==> src/rtl/seg_scan_controller_pkg.sv <==
// rtl/seg_scan_controller_pkg.sv - shared types and constants for the scanned seven-segment display
package display_pkg;

   typedef enum logic [1:0] {
      S_IDLE    = 2'd0,
      S_CONVERT = 2'd1,
      S_COMMIT  = 2'd2
   } state_t;

   localparam logic [6:0] SEG_BLANK = 7'b1111111;
   localparam logic [3:0] BCD_BLANK = 4'hF;

   function automatic logic [31:0] pow10(input int n);
      logic [31:0] r;
      r = 32'd1;
      for (int i = 0; i < n; i++) r = r * 32'd10;
      return r;
   endfunction

endpackage

==> src/rtl/seg_scan_controller_if.sv <==
// rtl/seg_scan_controller_if.sv - load/status and display pin bundle for seg_scan_controller
interface seg_scan_controller_if #(
   parameter int DIGITS = 2,
   parameter int BIN_W  = 7
);
   logic [BIN_W-1:0]  i_Value;
   logic              i_Load;
   logic              o_Busy;
   logic              o_Overflow;
   logic [6:0]        o_Segment;
   logic [DIGITS-1:0] o_Digit_En;

   modport master (output i_Value, i_Load,
                   input  o_Busy, o_Overflow, o_Segment, o_Digit_En);
   modport slave  (input  i_Value, i_Load,
                   output o_Busy, o_Overflow, o_Segment, o_Digit_En);
endinterface

==> src/rtl/seg_scan_controller_bcd_shift_converter.sv <==
// rtl/seg_scan_controller_bcd_shift_converter.sv - sequential shift-add-3 binary to BCD converter
module bcd_shift_converter #(
   parameter int BIN_W  = 7,
   parameter int DIGITS = 2
) (
   input  logic                  i_Clk,
   input  logic                  i_Rst_n,
   input  logic                  i_Start,
   input  logic [BIN_W-1:0]      i_Value,
   output logic                  o_Busy,
   output logic                  o_Done,
   output logic [4*DIGITS-1:0]   o_Bcd
);
   localparam int BCD_W = 4 * DIGITS;
   localparam int CNT_W = $clog2(BIN_W + 1);

   logic [BIN_W-1:0]       bin_q;
   logic [BCD_W-1:0]       bcd_q;
   logic [CNT_W-1:0]       cnt_q;
   logic                   busy_q;
   logic [BCD_W-1:0]       adj;
   logic [BCD_W+BIN_W-1:0] sh;

   always_comb begin
      adj = bcd_q;
      for (int k = 0; k < DIGITS; k++)
         if (adj[4*k +: 4] >= 4'd5) adj[4*k +: 4] = adj[4*k +: 4] + 4'd3;
      sh = {adj, bin_q} << 1;
   end

   always_ff @(posedge i_Clk or negedge i_Rst_n) begin
      if (!i_Rst_n) begin
         bin_q  <= '0;
         bcd_q  <= '0;
         cnt_q  <= '0;
         busy_q <= 1'b0;
      end else if (i_Start) begin
         bin_q  <= i_Value;
         bcd_q  <= '0;
         cnt_q  <= '0;
         busy_q <= 1'b1;
      end else if (busy_q) begin
         {bcd_q, bin_q} <= sh;
         cnt_q <= cnt_q + 1'b1;
         if (cnt_q == CNT_W'(BIN_W - 1)) busy_q <= 1'b0;
      end
   end

   // Done marks the cycle performing the final shift; o_Bcd is final on the next cycle.
   assign o_Done = busy_q && (cnt_q == CNT_W'(BIN_W - 1));
   assign o_Busy = busy_q;
   assign o_Bcd  = bcd_q;
endmodule

==> src/rtl/seg_scan_controller_segment_display.sv <==
// rtl/seg_scan_controller_segment_display.sv - BCD digit to active-low segments {g,f,e,d,c,b,a}
module SegmentDisplay (
   input  logic [3:0] i_Binary_Num,
   output logic [6:0] o_Segment
);
   always_comb begin
      case (i_Binary_Num)
         4'd0:    o_Segment = 7'b1000000;
         4'd1:    o_Segment = 7'b1111001;
         4'd2:    o_Segment = 7'b0100100;
         4'd3:    o_Segment = 7'b0110000;
         4'd4:    o_Segment = 7'b0011001;
         4'd5:    o_Segment = 7'b0010010;
         4'd6:    o_Segment = 7'b0000010;
         4'd7:    o_Segment = 7'b1111000;
         4'd8:    o_Segment = 7'b0000000;
         4'd9:    o_Segment = 7'b0010000;
         default: o_Segment = 7'b1111111;
      endcase
   end
endmodule

==> src/rtl/seg_scan_controller.sv <==
// rtl/seg_scan_controller.sv - binary load, BCD conversion and multiplexed digit scan for a seven-segment display
module seg_scan_controller
   import display_pkg::*;
#(
   parameter int DIGITS        = 2,
   parameter int BIN_W         = 7,
   parameter int SCAN_DIV      = 25000,
   parameter int BLANK_LEADING = 1
) (
   input  logic i_Clk,
   input  logic i_Rst_n,
   seg_scan_controller_if.slave bus
);
   localparam int BCD_W   = 4 * DIGITS;
   localparam int IDX_W   = (DIGITS > 1) ? $clog2(DIGITS) : 1;
   localparam int PRESC_W = $clog2(SCAN_DIV);

   state_t              state_q, state_d;
   logic                conv_start, conv_done, conv_busy, commit;
   logic [BCD_W-1:0]    conv_bcd;
   logic [BCD_W-1:0]    disp_q;
   logic                ovf_pend_q, ovf_q;
   logic [PRESC_W-1:0]  presc_q;
   logic [IDX_W-1:0]    idx_q;
   logic [6:0]          seg_q, dec_seg;
   logic [DIGITS-1:0]   en_q;
   logic [3:0]          codes [DIGITS];
   logic [3:0]          dec_in;
   logic                zero_above;
   logic                terminal;

   bcd_shift_converter #(.BIN_W(BIN_W), .DIGITS(DIGITS)) u_conv (
      .i_Clk   (i_Clk),
      .i_Rst_n (i_Rst_n),
      .i_Start (conv_start),
      .i_Value (bus.i_Value),
      .o_Busy  (conv_busy),
      .o_Done  (conv_done),
      .o_Bcd   (conv_bcd)
   );

   always_ff @(posedge i_Clk or negedge i_Rst_n) begin
      if (!i_Rst_n) state_q <= S_IDLE;
      else          state_q <= state_d;
   end

   always_comb begin
      state_d    = state_q;
      conv_start = 1'b0;
      commit     = 1'b0;
      case (state_q)
         S_IDLE: if (bus.i_Load) begin
            conv_start = 1'b1;
            state_d    = S_CONVERT;
         end
         S_CONVERT: if (conv_done) state_d = S_COMMIT;
         S_COMMIT: begin
            commit  = 1'b1;
            state_d = S_IDLE;
         end
         default: state_d = S_IDLE;
      endcase
   end

   always_ff @(posedge i_Clk or negedge i_Rst_n) begin
      if (!i_Rst_n) begin
         ovf_pend_q <= 1'b0;
         ovf_q      <= 1'b0;
         disp_q     <= '0;
      end else begin
         if (conv_start) ovf_pend_q <= (32'(bus.i_Value) >= pow10(DIGITS));
         if (commit) begin
            ovf_q  <= ovf_pend_q;
            disp_q <= ovf_pend_q ? {DIGITS{4'd9}} : conv_bcd;
         end
      end
   end

   // A digit above 0 is blanked only when it and every digit above it are zero.
   always_comb begin
      zero_above = 1'b1;
      for (int k = DIGITS - 1; k >= 0; k--) begin
         zero_above = zero_above && (disp_q[4*k +: 4] == 4'd0);
         codes[k]   = ((BLANK_LEADING != 0) && (k != 0) && zero_above) ? BCD_BLANK : disp_q[4*k +: 4];
      end
      dec_in = codes[idx_q];
   end

   SegmentDisplay u_seg (.i_Binary_Num(dec_in), .o_Segment(dec_seg));

   assign terminal = (presc_q == PRESC_W'(SCAN_DIV - 1));

   // The output register blanks everything in the slot's first cycle as a ghosting guard.
   always_ff @(posedge i_Clk or negedge i_Rst_n) begin
      if (!i_Rst_n) begin
         presc_q <= '0;
         idx_q   <= '0;
         seg_q   <= SEG_BLANK;
         en_q    <= '1;
      end else begin
         if (terminal) begin
            presc_q <= '0;
            idx_q   <= (idx_q == IDX_W'(DIGITS - 1)) ? '0 : idx_q + 1'b1;
            seg_q   <= SEG_BLANK;
            en_q    <= '1;
         end else begin
            presc_q <= presc_q + 1'b1;
            seg_q   <= dec_seg;
            en_q    <= ~(DIGITS'(1) << idx_q);
         end
      end
   end

   assign bus.o_Busy     = (state_q != S_IDLE) || conv_busy;
   assign bus.o_Overflow = ovf_q;
   assign bus.o_Segment  = seg_q;
   assign bus.o_Digit_En = en_q;
endmodule

==> src/flat_wrapper.sv <==
// flat-port wrapper written by rule: the top's interface ports become plain ports
module seg_scan_controller_flat import display_pkg::*;
#(
   parameter int DIGITS        = 2,
   parameter int BIN_W         = 7,
   parameter int SCAN_DIV      = 25000,
   parameter int BLANK_LEADING = 1
)
  (i_Clk, i_Rst_n, bus_i_Value, bus_i_Load, bus_o_Busy, bus_o_Overflow, bus_o_Segment, bus_o_Digit_En);
  seg_scan_controller_if #(.DIGITS(DIGITS), .BIN_W(BIN_W)) bus_i ();
  input  logic i_Clk;
  input  logic i_Rst_n;
  input wire logic [$bits(bus_i.i_Value)-1:0] bus_i_Value;
  input wire logic [$bits(bus_i.i_Load)-1:0] bus_i_Load;
  output wire logic [$bits(bus_i.o_Busy)-1:0] bus_o_Busy;
  output wire logic [$bits(bus_i.o_Overflow)-1:0] bus_o_Overflow;
  output wire logic [$bits(bus_i.o_Segment)-1:0] bus_o_Segment;
  output wire logic [$bits(bus_i.o_Digit_En)-1:0] bus_o_Digit_En;
  assign bus_i.i_Value = bus_i_Value;
  assign bus_i.i_Load = bus_i_Load;
  assign bus_o_Busy = bus_i.o_Busy;
  assign bus_o_Overflow = bus_i.o_Overflow;
  assign bus_o_Segment = bus_i.o_Segment;
  assign bus_o_Digit_En = bus_i.o_Digit_En;
  seg_scan_controller #(.DIGITS(DIGITS), .BIN_W(BIN_W), .SCAN_DIV(SCAN_DIV), .BLANK_LEADING(BLANK_LEADING)) u_core (.i_Clk(i_Clk), .i_Rst_n(i_Rst_n), .bus(bus_i));
endmodule
==> config.mk <==
export PLATFORM = sky130hd
export DESIGN_NAME = seg_scan_controller_flat
export DESIGN_NICKNAME = d
export VERILOG_FILES = /design/src/rtl/seg_scan_controller_pkg.sv /design/src/rtl/seg_scan_controller_if.sv /design/src/rtl/seg_scan_controller_bcd_shift_converter.sv /design/src/rtl/seg_scan_controller_segment_display.sv /design/src/rtl/seg_scan_controller.sv /design/src/flat_wrapper.sv
export SDC_FILE = /design/constraint.sdc
export NUM_CORES = 1
export LEC_CHECK = 0
export CAP_MARGIN = 20
export CORE_MARGIN = 10
export CORE_UTILIZATION = 45
export CTS_BUF_LIST = sky130_fd_sc_hd__clkbuf_16
export DETAILED_ROUTE_END_ITERATION = 12
export DONT_BUFFER_PORTS = 1
export SLEW_MARGIN = 20
export SYNTH_ARGS = -nofsm -noshare
export SYNTH_HDL_FRONTEND = slang
export SYNTH_SLANG_ARGS = --single-unit
==> constraint.sdc <==
create_clock -name i_Clk -period 2.6 [get_ports i_Clk]
set_input_delay 0.52 -clock i_Clk [delete_from_list [all_inputs] [get_ports i_Clk]]
set_output_delay 0.52 -clock i_Clk [all_outputs]
set_load 0.05 [all_outputs]
==> summary.txt <==
Run status
  • Result of the run: finished, final reports clean

CTS
  • Clock Latency Late Sink: 0.29 ns
  • Sink Count: between 50 and 60
  • Clock Path Buffers: 2
  • Num CTS Buffers: 5
  • Root Buffer: clkbuf_16
  • CTS tree: yes
  • Clk slew on worst S/H paths: approximately 0.07 ns
  • Setup repair bufs after CTS: 0
  • Max H-tree Level: 2
  • Post_cts resized: 0

Critical path
  • Setup CP Type: register to register
  • Crit Reg-Reg Startpoint: u_core.disp_q[4]$_DFFE_PN0N_
  • Cells on worst reg2reg path: 5
  • RR Endpoint: u_core.bus.o_Segment[6]$_DFF_PN1_
  • CP peak stage delay: between 0.6 and 0.7 ns
  • Worst setup SP type: register
  • CP Data Arrival Time: 2.37 ns
  • CP max-delay cell: or4b_2
  • CP Max Fanout: 7
  • Worst path bufs/invs: 0
  • Worst reg2reg setup slack: 0.39 ns
  • Required time of the critical path: 2.76 ns
  • Critical Path Sink Type: register
  • Worst-path cell chain: or4b_2, o211ai_1, ha_1, nor2_1, o311ai_0
  • Delay-heaviest family, CP: simple AND/OR/NAND/NOR gates

Power
  • Peak VDD IR: about 0.00054 V
  • Part of the power in combinational logic: ~28%
  • Internal Power: ~0.0018 W
  • Power per Cell Area: between 900 and 1000 nW/um2
  • Clk pwr share: a little over a fifth
  • Static Leakage: 1.28 nW
  • Switching Power: approximately 0.0010 W
  • Switching Fraction: around 36%
  • Reg power frac: about 50%

STA
  • Post-route setup slack: a little under 0.4 ns
  • Endpoints failing hold: 0
  • Worst Skew: ~0.0052 ns
  • Total Neg Setup Slack: 0 ns
  • Worst slew margin: between 40% and 50%
  • Final worst-path cycle share: ~85%
  • Fmax: around 450 MHz
  • Setup-failing EPs final: 0
  • Max-slew violations: 0
  • Worst-margin pin slew: roughly 0.8 ns
  • Unrepaired setup endpoints after global routing: no
  • Tmin final: 2.21 ns

Synth
  • Commonest cells post-synth: 47 x dfrtp_1, 30 x nand2_1, 21 x o21ai_0
  • Synthesized instance count: approximately 270
  • Top-count cell post-synth: dfrtp_1
  • Post-synth EDFFs: 0
  • Synth warn: 0
  • Synth unique cells: 40
  • Largest family of logic cells by synthesized area: simple AND/OR/NAND/NOR gates
  • Seq cells post-synth: 56
  • Register area share after synthesis: 52.4%
  • Post-Synth Adder-Cell Area: roughly 3.7%
  • Post-Synth XOR/XNOR Area: approximately 5.5%
  • Largest area contributor in the netlist: dfrtp_1
  • Async SR Flop Fraction: 100%
  • Post-synthesis mux area share: between 4 and 5%
  • Mapped Area: 2690 um2
  • Ys flop type: dfrtp_1
  • Simple-gate portion of the synthesized area: about a fifth
  • Mapped Avg Cell Area: 10.1 um2
  • Syn_nets: ~280
  • Synth top area share: 43.7%
  • Compound-gate portion of the synthesized area: a little under an eighth
  • Ranking of synthesized cells by area: dfrtp_1 44%, dfstp_2 8.8%, nand2_1 4.2%, o21ai_0 3.9%, ha_1 3.7%

Place
  • DP Worst Slack: 0.400 ns
  • GPL Wtd Cong: between 0.7 and 0.8
  • Inst Count DP: 334
  • Post-place instance area: around 2800 um2
  • DP HPWL: 3260 um
  • Port Buf Inserts: 0

Final layout
  • Fillers: about 530
  • Final instance area: 2930 um2
  • Post-Route Utilization: approximately half
  • P&R area growth vs syn: 8.73%
  • # diodes: 0
  • Layout cells sized above 1: under 10%
  • Nets: roughly 290
  • Final std cells w/o fill: between 300 and 400

Drt
  • Violation count after the first detailed-routing iteration: 55
  • Drt total wl: approximately 4800 um
  • DRC: 0
  • Via count: about 1800
  • Wire per inst: about 14 um
  • Vias per cell: roughly 5.4
  • Router iterations before antenna repair: 6
  • Post-DRT Antenna Nets: 0

Floorplan
  • Die area: about 9500 um2
  • Die width: 97.4 um
  • Starting density of the core: a little under half
  • # rows: 28
  • Core area: 5850 um2
  • Top Ports: 21
  • Die height: between 90 and 100 um

Global route
  • Total GRT Usage: between 10% and 20%
  • Gr ovfl total: 0
  • Largest net degree at the start of global routing: 48
  • First-pass GRT wire length: ~8400 um
  • Initial antenna violation count: 0
  • Vias in the first global route: 1805

Hold path
  • Worst hold path type: primary input to asynchronous set/reset pin

Job
  • MaxCap Viol Count: 0
metal layers:
layer | part of all wire, % | track usage (%)
met1 | 47 | 12.4
met2 | 46 | 16.1
met3 | 5.8 | 3.84
met4 | 1.1 | 3.02
met5 | 0 | 0
power by group through the flow:
stage               sequential (W)  clock (W)  combinational, W
finish                     0.00144   0.000628          0.000805
global route               0.00147   0.000689          0.000930
CTS                        0.00144   0.000649          0.000816
detailed placement         0.00146          0          0.000793
global placement           0.00145          0          0.000773
floorplan                  0.00140          0          0.000680
worst max-delay path by stage:
stage / start / depth (start not counted) / end
after floorplan: u_core.disp_q[4]$_DFFE_PN0N_ / 5 / u_core.bus.o_Segment[6]$_DFF_PN1_
after global placement: u_core.disp_q[4]$_DFFE_PN0N_ / 5 / u_core.bus.o_Segment[6]$_DFF_PN1_
after detailed placement: u_core.disp_q[4]$_DFFE_PN0N_ / 5 / u_core.bus.o_Segment[6]$_DFF_PN1_
after CTS: u_core.disp_q[4]$_DFFE_PN0N_ / 5 / u_core.bus.o_Segment[6]$_DFF_PN1_
after global routing: u_core.disp_q[4]$_DFFE_PN0N_ / 5 / u_core.bus.o_Segment[6]$_DFF_PN1_
final: u_core.disp_q[4]$_DFFE_PN0N_ / 5 / u_core.bus.o_Segment[6]$_DFF_PN1_
area by class of cell:
cell class | count | area (um2) | area share, %
sequential | 56 | 1410 | 48.2
multi-input combinational | 188 | 1190 | 40.7
clock buffer | 5 | 125 | 4.27
tap | 75 | 93.8 | 3.20
timing repair buffer | 4 | 50.0 | 1.71
inverter | 12 | 45.0 | 1.54
clock inverter | 3 | 11.3 | 0.384
cells by family (layout without fill, tap and decap cells):
group / after synthesis / in the layout
AND/OR/NAND/NOR: 99 / 99
flip-flops: 56 / 56
AO/OA/AOI/OAI: 52 / 52
buffers and inverters: 22 / 24
XOR/XNOR: 17 / 17
multiplexers: 12 / 12
adder cells (fa/ha/maj): 8 / 8
cells in the final DEF (no fill, tap or decap), types with 2 or more instances in the layout:
master      n
dfrtp_1    47
nand2_1    30
o21ai_0    21
nor2_1     18
inv_1      14
nand2b_1   14
nor3_1     10
xnor2_1    10
a21oi_1    10
nand3_1     9
mux2i_1     9
dfstp_2     9
ha_1        8
xor2_1      7
o22ai_1     6
clkbuf_16   5
or3_1       4
nor4_1      3
mux2_2      3
buf_4       3
nand4_1     2
and2_1      2
o32ai_1     2
a21o_1      2
a22oi_1     2
o311ai_0    2
o31ai_1     2
flip-flops by register name, summed over array words and instances, names as in the netlist:
name,flops
u_core.u_conv.o_Bcd,8
u_core.idx_q,1
u_core.state_q,2
u_core.u_conv.o_Busy,1
u_core.bus.o_Digit_En,2
u_core.u_conv.cnt_q,3
u_core.bus.o_Overflow,1
u_core.bus.o_Segment,7
u_core.disp_q,8
u_core.u_conv.bin_q,7
u_core.ovf_pend_q,1
u_core.presc_q,15
worst reg2reg max path: stages, from the launching register on:
cell and delay (ns):
dfrtp_1 0.42, or4b_2 0.68, o211ai_1 0.27, ha_1 0.27, nor2_1 0.05, o311ai_0 0.40
metrics by stage:
stage	power (W)	hold slack (ns)
2_1_floorplan	0.00208	0.224
3_3_place_gp	0.00222	0.227
3_5_place_dp	0.00225	0.227
4_1_cts	0.00291	0.0620
5_1_grt	0.00309	0.0519
6_report	0.00287	0.0674
timing repair:
action / CTS / global route
endpoints found under the hold margin: 47 / 0
hold buffers: 1 / 0
endpoints found under the setup margin: 0 / 0
Power figures use the tool's default switching activity.
